[config.mk]
export PLATFORM = sky130hd
export DESIGN_NAME = id_ex_stage_flat
export DESIGN_NICKNAME = d
export VERILOG_FILES = /design/src/rtl/id_ex_stage_if.sv /design/src/rtl/id_ex_stage.sv /design/src/flat_wrapper.sv
export SDC_FILE = /design/constraint.sdc
export NUM_CORES = 1
export LEC_CHECK = 0
export ABC_CLOCK_PERIOD_IN_PS = 1800
export BUFFER_PORTS_ARGS = -buffer_cell sky130_fd_sc_hd__clkbuf_2
export CAP_MARGIN = 20
export CELL_PAD_IN_SITES_DETAIL_PLACEMENT = 1
export CELL_PAD_IN_SITES_GLOBAL_PLACEMENT = 1
export CORE_ASPECT_RATIO = 0.6
export CORE_MARGIN = 2
export CORE_UTILIZATION = 34
export CTS_BUF_LIST = sky130_fd_sc_hd__clkbuf_4
export DETAILED_ROUTE_END_ITERATION = 12
export PLACE_DENSITY_LB_ADDON = 0.1
export SETUP_SLACK_MARGIN = 0.02
export SLEW_MARGIN = 20
export SYNTH_ARGS = -nofsm -noshare
export SYNTH_HDL_FRONTEND = slang
export SYNTH_SLANG_ARGS = --single-unit
export TNS_END_PERCENT = 1
[constraint.sdc]
create_clock -name clk -period 1.8 [get_ports clk]
set_input_delay 0.36 -clock clk [delete_from_list [all_inputs] [get_ports clk]]
set_output_delay 0.36 -clock clk [all_outputs]
set_load 0.01 [all_outputs]
[src/rtl/id_ex_stage_if.sv]
// Decode/hazard-unit to execute-stage bundle: D-side operands and control in,
// E-side registered fields and combinational ALU operands out.
interface id_ex_stage_if #(
    parameter int XLEN   = 32,
    parameter int CTRL_W = 4
);
    logic              StallE;
    logic              FlushE;
    logic [XLEN-1:0]   RD1D;
    logic [XLEN-1:0]   RD2D;
    logic [XLEN-1:0]   PCD;
    logic [XLEN-1:0]   PCPlus4D;
    logic [XLEN-1:0]   ImmExtD;
    logic [4:0]        Rs1D;
    logic [4:0]        Rs2D;
    logic [4:0]        RdD;
    logic              RegWriteD;
    logic              MemWriteD;
    logic              JumpD;
    logic              BranchD;
    logic              ALUSrcD;
    logic [1:0]        ResultSrcD;
    logic [CTRL_W-1:0] ALUControlD;
    logic [1:0]        ForwardAE;
    logic [1:0]        ForwardBE;
    logic [XLEN-1:0]   ALUResultM;
    logic [XLEN-1:0]   ResultW;

    logic [XLEN-1:0]   SrcAE;
    logic [XLEN-1:0]   SrcBE;
    logic [XLEN-1:0]   WriteDataE;
    logic [CTRL_W-1:0] ALUControlE;
    logic [XLEN-1:0]   PCE;
    logic [XLEN-1:0]   PCPlus4E;
    logic [XLEN-1:0]   ImmExtE;
    logic [4:0]        Rs1E;
    logic [4:0]        Rs2E;
    logic [4:0]        RdE;
    logic              RegWriteE;
    logic              MemWriteE;
    logic              JumpE;
    logic              BranchE;
    logic [1:0]        ResultSrcE;
    logic              ValidE;

    modport slave (
        input  StallE, FlushE, RD1D, RD2D, PCD, PCPlus4D, ImmExtD,
               Rs1D, Rs2D, RdD, RegWriteD, MemWriteD, JumpD, BranchD,
               ALUSrcD, ResultSrcD, ALUControlD, ForwardAE, ForwardBE,
               ALUResultM, ResultW,
        output SrcAE, SrcBE, WriteDataE, ALUControlE, PCE, PCPlus4E,
               ImmExtE, Rs1E, Rs2E, RdE, RegWriteE, MemWriteE, JumpE,
               BranchE, ResultSrcE, ValidE
    );

    modport master (
        output StallE, FlushE, RD1D, RD2D, PCD, PCPlus4D, ImmExtD,
               Rs1D, Rs2D, RdD, RegWriteD, MemWriteD, JumpD, BranchD,
               ALUSrcD, ResultSrcD, ALUControlD, ForwardAE, ForwardBE,
               ALUResultM, ResultW,
        input  SrcAE, SrcBE, WriteDataE, ALUControlE, PCE, PCPlus4E,
               ImmExtE, Rs1E, Rs2E, RdE, RegWriteE, MemWriteE, JumpE,
               BranchE, ResultSrcE, ValidE
    );
endinterface

[src/rtl/id_ex_stage.sv]
// ID/EX pipeline register with forwarding and ALU operand select.
// Latency: 1 cycle D->E, 0 through the forwarding muxes; StallE holds, FlushE bubbles.
module id_ex_stage #(
    parameter int XLEN   = 32,
    parameter int CTRL_W = 4
) (
    input  logic          clk,
    input  logic          reset,
    id_ex_stage_if.slave  bus
);
    typedef struct packed {
        logic              valid;
        logic [XLEN-1:0]   rd1;
        logic [XLEN-1:0]   rd2;
        logic [XLEN-1:0]   pc;
        logic [XLEN-1:0]   pcplus4;
        logic [XLEN-1:0]   imm;
        logic [4:0]        rs1;
        logic [4:0]        rs2;
        logic [4:0]        rd;
        logic              regwrite;
        logic              memwrite;
        logic              jump;
        logic              branch;
        logic              alusrc;
        logic [1:0]        resultsrc;
        logic [CTRL_W-1:0] aluctrl;
    } ex_t;

    ex_t d_in;
    ex_t ex_q;

    always_comb begin
        d_in.valid     = 1'b1;
        d_in.rd1       = bus.RD1D;
        d_in.rd2       = bus.RD2D;
        d_in.pc        = bus.PCD;
        d_in.pcplus4   = bus.PCPlus4D;
        d_in.imm       = bus.ImmExtD;
        d_in.rs1       = bus.Rs1D;
        d_in.rs2       = bus.Rs2D;
        d_in.rd        = bus.RdD;
        d_in.regwrite  = bus.RegWriteD;
        d_in.memwrite  = bus.MemWriteD;
        d_in.jump      = bus.JumpD;
        d_in.branch    = bus.BranchD;
        d_in.alusrc    = bus.ALUSrcD;
        d_in.resultsrc = bus.ResultSrcD;
        d_in.aluctrl   = bus.ALUControlD;
    end

    // A bubble is all-zero, so rs/rd read as x0 and never match in the hazard unit.
    always_ff @(posedge clk) begin
        if (reset || bus.FlushE) begin
            ex_q <= '0;
        end else if (!bus.StallE) begin
            ex_q <= d_in;
        end
    end

    logic [XLEN-1:0] src_a;
    logic [XLEN-1:0] write_data;

    // Forward selects are live, so a stalled instruction still picks up fresh results.
    always_comb begin
        case (bus.ForwardAE)
            2'b01:   src_a = bus.ResultW;
            2'b10:   src_a = bus.ALUResultM;
            default: src_a = ex_q.rd1;
        endcase
        case (bus.ForwardBE)
            2'b01:   write_data = bus.ResultW;
            2'b10:   write_data = bus.ALUResultM;
            default: write_data = ex_q.rd2;
        endcase
    end

    assign bus.SrcAE       = src_a;
    assign bus.WriteDataE  = write_data;
    assign bus.SrcBE       = ex_q.alusrc ? ex_q.imm : write_data;
    assign bus.ALUControlE = ex_q.aluctrl;
    assign bus.PCE         = ex_q.pc;
    assign bus.PCPlus4E    = ex_q.pcplus4;
    assign bus.ImmExtE     = ex_q.imm;
    assign bus.Rs1E        = ex_q.rs1;
    assign bus.Rs2E        = ex_q.rs2;
    assign bus.RdE         = ex_q.rd;
    assign bus.RegWriteE   = ex_q.regwrite;
    assign bus.MemWriteE   = ex_q.memwrite;
    assign bus.JumpE       = ex_q.jump;
    assign bus.BranchE     = ex_q.branch;
    assign bus.ResultSrcE  = ex_q.resultsrc;
    assign bus.ValidE      = ex_q.valid;
endmodule
[src/flat_wrapper.sv]
// flat-port wrapper written by rule: the top's interface ports become plain ports
module id_ex_stage_flat 
#(
    parameter int XLEN   = 32,
    parameter int CTRL_W = 4
)
  (clk, reset, bus_StallE, bus_FlushE, bus_RD1D, bus_RD2D, bus_PCD, bus_PCPlus4D, bus_ImmExtD, bus_Rs1D, bus_Rs2D, bus_RdD, bus_RegWriteD, bus_MemWriteD, bus_JumpD, bus_BranchD, bus_ALUSrcD, bus_ResultSrcD, bus_ALUControlD, bus_ForwardAE, bus_ForwardBE, bus_ALUResultM, bus_ResultW, bus_SrcAE, bus_SrcBE, bus_WriteDataE, bus_ALUControlE, bus_PCE, bus_PCPlus4E, bus_ImmExtE, bus_Rs1E, bus_Rs2E, bus_RdE, bus_RegWriteE, bus_MemWriteE, bus_JumpE, bus_BranchE, bus_ResultSrcE, bus_ValidE);
  id_ex_stage_if #(.XLEN(XLEN), .CTRL_W(CTRL_W)) bus_i ();
  input  logic clk;
  input  logic reset;
  input wire logic [$bits(bus_i.StallE)-1:0] bus_StallE;
  input wire logic [$bits(bus_i.FlushE)-1:0] bus_FlushE;
  input wire logic [$bits(bus_i.RD1D)-1:0] bus_RD1D;
  input wire logic [$bits(bus_i.RD2D)-1:0] bus_RD2D;
  input wire logic [$bits(bus_i.PCD)-1:0] bus_PCD;
  input wire logic [$bits(bus_i.PCPlus4D)-1:0] bus_PCPlus4D;
  input wire logic [$bits(bus_i.ImmExtD)-1:0] bus_ImmExtD;
  input wire logic [$bits(bus_i.Rs1D)-1:0] bus_Rs1D;
  input wire logic [$bits(bus_i.Rs2D)-1:0] bus_Rs2D;
  input wire logic [$bits(bus_i.RdD)-1:0] bus_RdD;
  input wire logic [$bits(bus_i.RegWriteD)-1:0] bus_RegWriteD;
  input wire logic [$bits(bus_i.MemWriteD)-1:0] bus_MemWriteD;
  input wire logic [$bits(bus_i.JumpD)-1:0] bus_JumpD;
  input wire logic [$bits(bus_i.BranchD)-1:0] bus_BranchD;
  input wire logic [$bits(bus_i.ALUSrcD)-1:0] bus_ALUSrcD;
  input wire logic [$bits(bus_i.ResultSrcD)-1:0] bus_ResultSrcD;
  input wire logic [$bits(bus_i.ALUControlD)-1:0] bus_ALUControlD;
  input wire logic [$bits(bus_i.ForwardAE)-1:0] bus_ForwardAE;
  input wire logic [$bits(bus_i.ForwardBE)-1:0] bus_ForwardBE;
  input wire logic [$bits(bus_i.ALUResultM)-1:0] bus_ALUResultM;
  input wire logic [$bits(bus_i.ResultW)-1:0] bus_ResultW;
  output wire logic [$bits(bus_i.SrcAE)-1:0] bus_SrcAE;
  output wire logic [$bits(bus_i.SrcBE)-1:0] bus_SrcBE;
  output wire logic [$bits(bus_i.WriteDataE)-1:0] bus_WriteDataE;
  output wire logic [$bits(bus_i.ALUControlE)-1:0] bus_ALUControlE;
  output wire logic [$bits(bus_i.PCE)-1:0] bus_PCE;
  output wire logic [$bits(bus_i.PCPlus4E)-1:0] bus_PCPlus4E;
  output wire logic [$bits(bus_i.ImmExtE)-1:0] bus_ImmExtE;
  output wire logic [$bits(bus_i.Rs1E)-1:0] bus_Rs1E;
  output wire logic [$bits(bus_i.Rs2E)-1:0] bus_Rs2E;
  output wire logic [$bits(bus_i.RdE)-1:0] bus_RdE;
  output wire logic [$bits(bus_i.RegWriteE)-1:0] bus_RegWriteE;
  output wire logic [$bits(bus_i.MemWriteE)-1:0] bus_MemWriteE;
  output wire logic [$bits(bus_i.JumpE)-1:0] bus_JumpE;
  output wire logic [$bits(bus_i.BranchE)-1:0] bus_BranchE;
  output wire logic [$bits(bus_i.ResultSrcE)-1:0] bus_ResultSrcE;
  output wire logic [$bits(bus_i.ValidE)-1:0] bus_ValidE;
  assign bus_i.StallE = bus_StallE;
  assign bus_i.FlushE = bus_FlushE;
  assign bus_i.RD1D = bus_RD1D;
  assign bus_i.RD2D = bus_RD2D;
  assign bus_i.PCD = bus_PCD;
  assign bus_i.PCPlus4D = bus_PCPlus4D;
  assign bus_i.ImmExtD = bus_ImmExtD;
  assign bus_i.Rs1D = bus_Rs1D;
  assign bus_i.Rs2D = bus_Rs2D;
  assign bus_i.RdD = bus_RdD;
  assign bus_i.RegWriteD = bus_RegWriteD;
  assign bus_i.MemWriteD = bus_MemWriteD;
  assign bus_i.JumpD = bus_JumpD;
  assign bus_i.BranchD = bus_BranchD;
  assign bus_i.ALUSrcD = bus_ALUSrcD;
  assign bus_i.ResultSrcD = bus_ResultSrcD;
  assign bus_i.ALUControlD = bus_ALUControlD;
  assign bus_i.ForwardAE = bus_ForwardAE;
  assign bus_i.ForwardBE = bus_ForwardBE;
  assign bus_i.ALUResultM = bus_ALUResultM;
  assign bus_i.ResultW = bus_ResultW;
  assign bus_SrcAE = bus_i.SrcAE;
  assign bus_SrcBE = bus_i.SrcBE;
  assign bus_WriteDataE = bus_i.WriteDataE;
  assign bus_ALUControlE = bus_i.ALUControlE;
  assign bus_PCE = bus_i.PCE;
  assign bus_PCPlus4E = bus_i.PCPlus4E;
  assign bus_ImmExtE = bus_i.ImmExtE;
  assign bus_Rs1E = bus_i.Rs1E;
  assign bus_Rs2E = bus_i.Rs2E;
  assign bus_RdE = bus_i.RdE;
  assign bus_RegWriteE = bus_i.RegWriteE;
  assign bus_MemWriteE = bus_i.MemWriteE;
  assign bus_JumpE = bus_i.JumpE;
  assign bus_BranchE = bus_i.BranchE;
  assign bus_ResultSrcE = bus_i.ResultSrcE;
  assign bus_ValidE = bus_i.ValidE;
  id_ex_stage #(.XLEN(XLEN), .CTRL_W(CTRL_W)) u_core (.clk(clk), .reset(reset), .bus(bus_i));
endmodule
==> results of run 1 <==
[routing by layer]
metal  track usage [%]  routed length [um]  vias up
met2             47.87               19820      329
met5                 0                   0        -
met1             29.57               15560     4497
met4             10.58                1278        0
met3             7.013                2411       78
li1                  -                   -     4440
[metrics by stage]
step	setup TNS (ns)	setup WS [ns]	utilization, %	area, sq um
final	-9.264	-0.2847	53.34	14210
after global routing	-13.89	-0.3686	53.33	14210
after CTS	-13.85	-0.3637	51.95	13840
after detailed placement	-16.28	-0.3441	42.68	11370
after global placement	-14.41	-0.3331	42.68	11370
after floorplan	0	0.005312	-	9285
[cells by family (layout without fill, tap and decap cells)]
logic type / Yosys count / in the layout / synth area share [%]
AND/OR/NAND/NOR: 315 / 315 / 13.63
buffers and inverters: 197 / 749 / 15.45
adder cells (fa/ha/maj): 4 / 4 / 0.5393
other: 0 / 4 / 0
flip-flops: 187 / 187 / 40.34
AO/OA/AOI/OAI: 129 / 129 / 9.977
multiplexers: 186 / 186 / 20.06
[power groups by stage]
| stage | logic (uW) | clock network, uW | registers (uW) |
|---|---|---|---|
| floorplan | 1210 | 0 | 4430 |
| global placement | 2110 | 0 | 4450 |
| detailed placement | 2130 | 0 | 4450 |
| CTS | 2590 | 2780 | 4370 |
| global route | 2930 | 2940 | 4390 |
| finish | 2740 | 2670 | 4380 |
[repair_timing]
action | 4_1_cts | 5_1_grt
resized for setup | 62 | 124
buffers inserted | 2 | 0
hold buffers | 186 | 0
hold endpoints to repair | 186 | 0
pin swaps | 7 | 6
setup endpoints to repair | 85 | 89
[path summary, 6_finish.rpt]
kind | end | slack (ns) | cells after the start
max | bus_SrcBE[21] | -0.28 | 3
min | u_core.ex_q[138] | 0.18 | 3
max reg2reg | u_core.ex_q[6] | 0.89 | 3
min reg2reg | u_core.bus.ValidE | 0.47 | 2
[cell type report]
| class | instances | area, sq um |
|---|---|---|
| antenna | 4 | 10.01 |
| clock inverter | 14 | 177.7 |
| inverter | 5 | 21.27 |
| fill | 3146 | 12430 |
| clock buffer | 18 | 135.1 |
| tap | 360 | 450.4 |
| multi-input combinational | 634 | 4646 |
| sequential | 187 | 3766 |
| timing repair buffer | 712 | 5007 |
[critical path, delay by kind of cell, from the launching register on]
kind            cells  cell delay, ns
flops               1            0.42
buf+inv             2            0.36
compound gates      1            0.29
[state kept, by name, indices dropped and copies added, names as in the netlist]
name / flops
u_core.bus.ImmExtE: 32
u_core.bus.Rs1E: 5
u_core.bus.ValidE: 1
u_core.bus.BranchE: 1
u_core.bus.MemWriteE: 1
u_core.bus.RegWriteE: 1
u_core.bus.Rs2E: 5
u_core.bus.RdE: 5
u_core.bus.ResultSrcE: 2
u_core.bus.ALUControlE: 4
u_core.bus.JumpE: 1
u_core.bus.PCE: 32
u_core.bus.PCPlus4E: 32
u_core.ex_q: 65
[placed cells by master (no fill, tap or decap), drive strengths merged]
cell,instances
clkbuf,455
nor2,218
dfxtp,187
mux2i,186
dlygate4sd3,186
buf,89
nand2,64
a22oi,32
a221oi,32
o21ai,32
o31ai,32
nor2b,32
inv,12
diode,4
ha,4
clkinv,4
bufinv,3
or2,1
a21oi,1
==> run metrics, run 1 <==
Net Sw Frac 31.93%; Longest Clk Path Bufs 2; Pleak 0.006915 uW; register area share after synthesis 40.34%; Least-Margin Pin Slew 0.4578 ns; Core Area 0.02665 sq mm; RSZ-0062 raised after global routing true; row cnt 46; area delta synth->final 53.16%; maximum vdd drop 0.3629 mV; clock slew at reported path FFs 0.17 ns; relative slew slack 69.48%; Congestion Overflow GR 0; synth cell count leaders nor2_1 (218), dfxtp_1 (187), mux2i_1 (186); die width 217.3 um; Final HPWL DP 27,800 um; detail-routed via count per cell 4.831; #FFs+latches synth 187; Hold Fails Final Rpt 0; Final Max Tran Viols 0; starting density of the core 34.82%; status finished with violations; # DRC 0; IO buf count 475; GP Congestion 0.9083; CTS tree done; DIE AREA 0.02868 sq mm; ys async rst share 0%; hold slack 0.1752 ns; crit-path max FO 22; Req. time, crit path 1.44 ns; Hold Startpoint bus_StallE; Final Skew 0 ns; Net Count, Synth 1,280; CTS root buffer clkbuf_4; clock group share of total power 27.3%; violated checks negative setup slack; # nets final 1,819; Yosys cell types 17; top cell type's share of synthesized area 40.34%; Num CTS Buffers 17; first-pass GRT wire length 58,660 um; top-count cell post-synth nor2_1; reg2reg start u_core.ex_q[6]; IO Count 476; Die Y-Extent 132.0 um; Hold Path Class primary input to register; FMAX 479.7 MHz; Syn Area/Cell 9.116 sq um; clk_lat worst skew 0.65 ns; ratio of cells with drive above 1 in the final layout 41.66%; Worst Setup End Kind output pin; cell taking the most area after synthesis dfxtp_1; Synth area leaders dfxtp_1 (40%), mux2i_1 (20%), buf_4 (9.5%); total global-route track usage 26.49%; Routed Antenna Nets 0; via count 9,344; Crit path arrival time 1.72 ns; ys flop type dfxtp_1; power per cell area 688.8 mW/mm^2; largest net degree at the start of global routing 48; fin crit period 2.085 ns; TritonRoute pass-1 iters 4; H-tree depth 4; Power Internal 6665 uW; final critical-path setup slack -0.2847 ns; DP Cell Count 1,710; routed wire length 39,080 um; setup violators final 60; fin crit share 115.8%; antenna violations before repair 3; post-route non-filler standard cell count 1,934; Slowest Stage Delay on Critical Path 0.42 ns; synth warn 0; Gate power share 28.0%; Post-synth EDFFs 0; P_sw 3126 uW; WS Path Type register to output pin; vias in the first global route 10,100; worst path cell trace buf_12, o31ai_1, buf_2; Pwr Total 9791 uW; Post-Syn Area 0.009280 sq mm; crit path launch u_core.ex_q[6]; Critical-path top delay cell dfxtp_4; DR iter-0 viols 572; Routed WL per cell 20.20 um; Reg power frac 44.7%; Setup crit start kind register; clock sink count 187; max-cap check violation count 0; Mapped Cells 1,018
Power figures use the tool's default switching activity.
==> run 2: changes to the inputs <==
--- a/config.mk
+++ b/config.mk
@@ -17,6 +17,7 @@
 export DETAILED_ROUTE_END_ITERATION = 12
 export PLACE_DENSITY_LB_ADDON = 0.1
 export SETUP_SLACK_MARGIN = 0.02
+export SKIP_CTS_REPAIR_TIMING = 1
 export SLEW_MARGIN = 20
 export SYNTH_ARGS = -nofsm -noshare
 export SYNTH_HDL_FRONTEND = slang
==> run 2 against run 1 <==
The flow still finishes with violations (negative setup slack). Routed wire length down 0.41%. Worst setup slack worse by 0.086 ns. Non-clock buffer count down 1. Die area unchanged. Critical path type is now primary input to output pin. Largest cell class unchanged. Highest routed layer unchanged.
==> run metrics, run 2 (synthesized netlist as in run 1, its figures left out) <==
final critical-path setup slack -0.3705 ns; clock slew at reported path FFs 0.17 ns; Num CTS Buffers 17; via count 9,322; # DRC 0; largest net degree at the start of global routing 48; crit-path max FO 21; Congestion Overflow GR 0; Routed WL per cell 20.14 um; Final Max Tran Viols 0; IO Count 476; setup violators final 64; # nets final 1,818; Crit path arrival time 1.81 ns; status finished with violations; GP Congestion 0.9083; most common cell after layout, fill and taps aside clkbuf_2; Pwr Total 9648 uW; TritonRoute pass-1 iters 4; row cnt 46; Hold Path Class primary input to register; Req. time, crit path 1.44 ns; power per cell area 699.1 mW/mm^2; Setup crit start kind primary input; DP Cell Count 1,710; detail-routed via count per cell 4.825; fin crit period 2.170 ns; DR top layer met4; first-pass GRT wire length 51,990 um; area delta synth->final 48.70%; Fin Setup TNS -14.72 ns; clk_lat worst skew 0.65 ns; # fillers 3,213; Core Area 0.02665 sq mm; FMAX 460.7 MHz; violated checks negative setup slack; M1 WL 15,600 um; maximum vdd drop 0.3746 mV; RSZ-0062 raised after global routing true; Pleak 0.006760 uW; routed wire length 38,920 um; Longest Clk Path Bufs 2; H-tree depth 4; met2 wire length 19,890 um; relative slew slack 65.28%; post-route non-filler standard cell count 1,932; DIE AREA 0.02868 sq mm; antenna violations before repair 3; Final HPWL DP 27,800 um; ratio of cells with drive above 1 in the final layout 38.69%; Worst Setup End Kind output pin; IO buf count 475; Least-Margin Pin Slew 0.5209 ns; total global-route track usage 23.85%; vias in the first global route 8,636; Die Y-Extent 132.0 um; max reg flops 65; DR iter-0 viols 408; CTS root buffer clkbuf_4; CTS tree done; max-cap check violation count 0; most frequent cells in the layout clkbuf_2 (442), nor2_1 (218), mux2i_1 (186), dlygate4sd3_1 (186), dfxtp_1 (173); Core Util, Final 51.78%; WS Path Type primary input to output pin; WL met3 2404 um; Top reg by flops u_core.ex_q; Final Skew 0 ns; die width 217.3 um; Hold Fails Final Rpt 0; fin crit share 120.6%; starting density of the core 34.82%; Routed Antenna Nets 0; clock sink count 187
[run 2: changes by cell type in the layout (fill, tap and decap cells not counted), sizes merged]
cell / before / now
buf: 89 / 83
clkbuf: 455 / 460
diode: 4 / 3
[run 2: final timing paths]
| path | slack, ns | cells after the start | from | to |
|---|---|---|---|---|
| worst max-delay path | -0.37 | 8 | bus_ForwardBE[0] | bus_WriteDataE[5] |
| worst min-delay path | 0.18 | 3 | bus_StallE | u_core.ex_q[185] |
| worst min register to register | 0.47 | 2 | u_core.bus.ValidE | u_core.bus.ValidE |
| worst max register to register | 0.92 | 3 | u_core.ex_q[6] | u_core.ex_q[6] |
[run 2: layout make-up]
class | count | area, sq um | share of cell area (%)
Clock buffer | 18 | 135.1 | 0.9792
Antenna cell | 3 | 7.507 | 0.05440
Inverter | 5 | 18.77 | 0.1360
Tap cell | 360 | 450.4 | 3.264
Timing Repair Buffer | 711 | 4927 | 35.71
Multi-Input combinational cell | 634 | 4319 | 31.30
Clock inverter | 14 | 177.7 | 1.288
Sequential cell | 187 | 3764 | 27.27
[run 2: routing by layer]
metal  up-vias  GRT usage (%)
met5         -              0
met4         0          7.382
met3        73          8.789
met2       328          41.09
met1      4495          27.50
li1       4426              -
[run 2: power breakdown]
| part | leakage, uW | internal, uW | switching, uW | total, uW |
|---|---|---|---|---|
| Sequential | 0.00153 | 4280 | 90.2 | 4370 |
| Clock | 0.000171 | 1010 | 1670 | 2680 |
| Combinational | 0.00506 | 1280 | 1310 | 2600 |
| Total | 0.00676 | 6580 | 3070 | 9650 |
[run 2: worst max-delay path, stage by stage]
cell,delay [ns]
clkbuf_2,0.10
inv_1,0.04
ha_2,0.31
buf_12,0.17
buf_4,0.17
a221oi_1,0.35
nor2_1,0.14
clkbuf_2,0.15
[run 2: stage by stage]
step / area [sq um] / hold slack [ns] / worst slack [ns]
global route: 13800 / 0.1470 / -0.4474
CTS: 11690 / -0.1500 / -0.5143
floorplan: 9285 / 0.4633 / 0.005312
detailed placement: 11370 / 0.4555 / -0.3441
finish: 13800 / 0.1775 / -0.3705
global placement: 11370 / 0.4388 / -0.3331
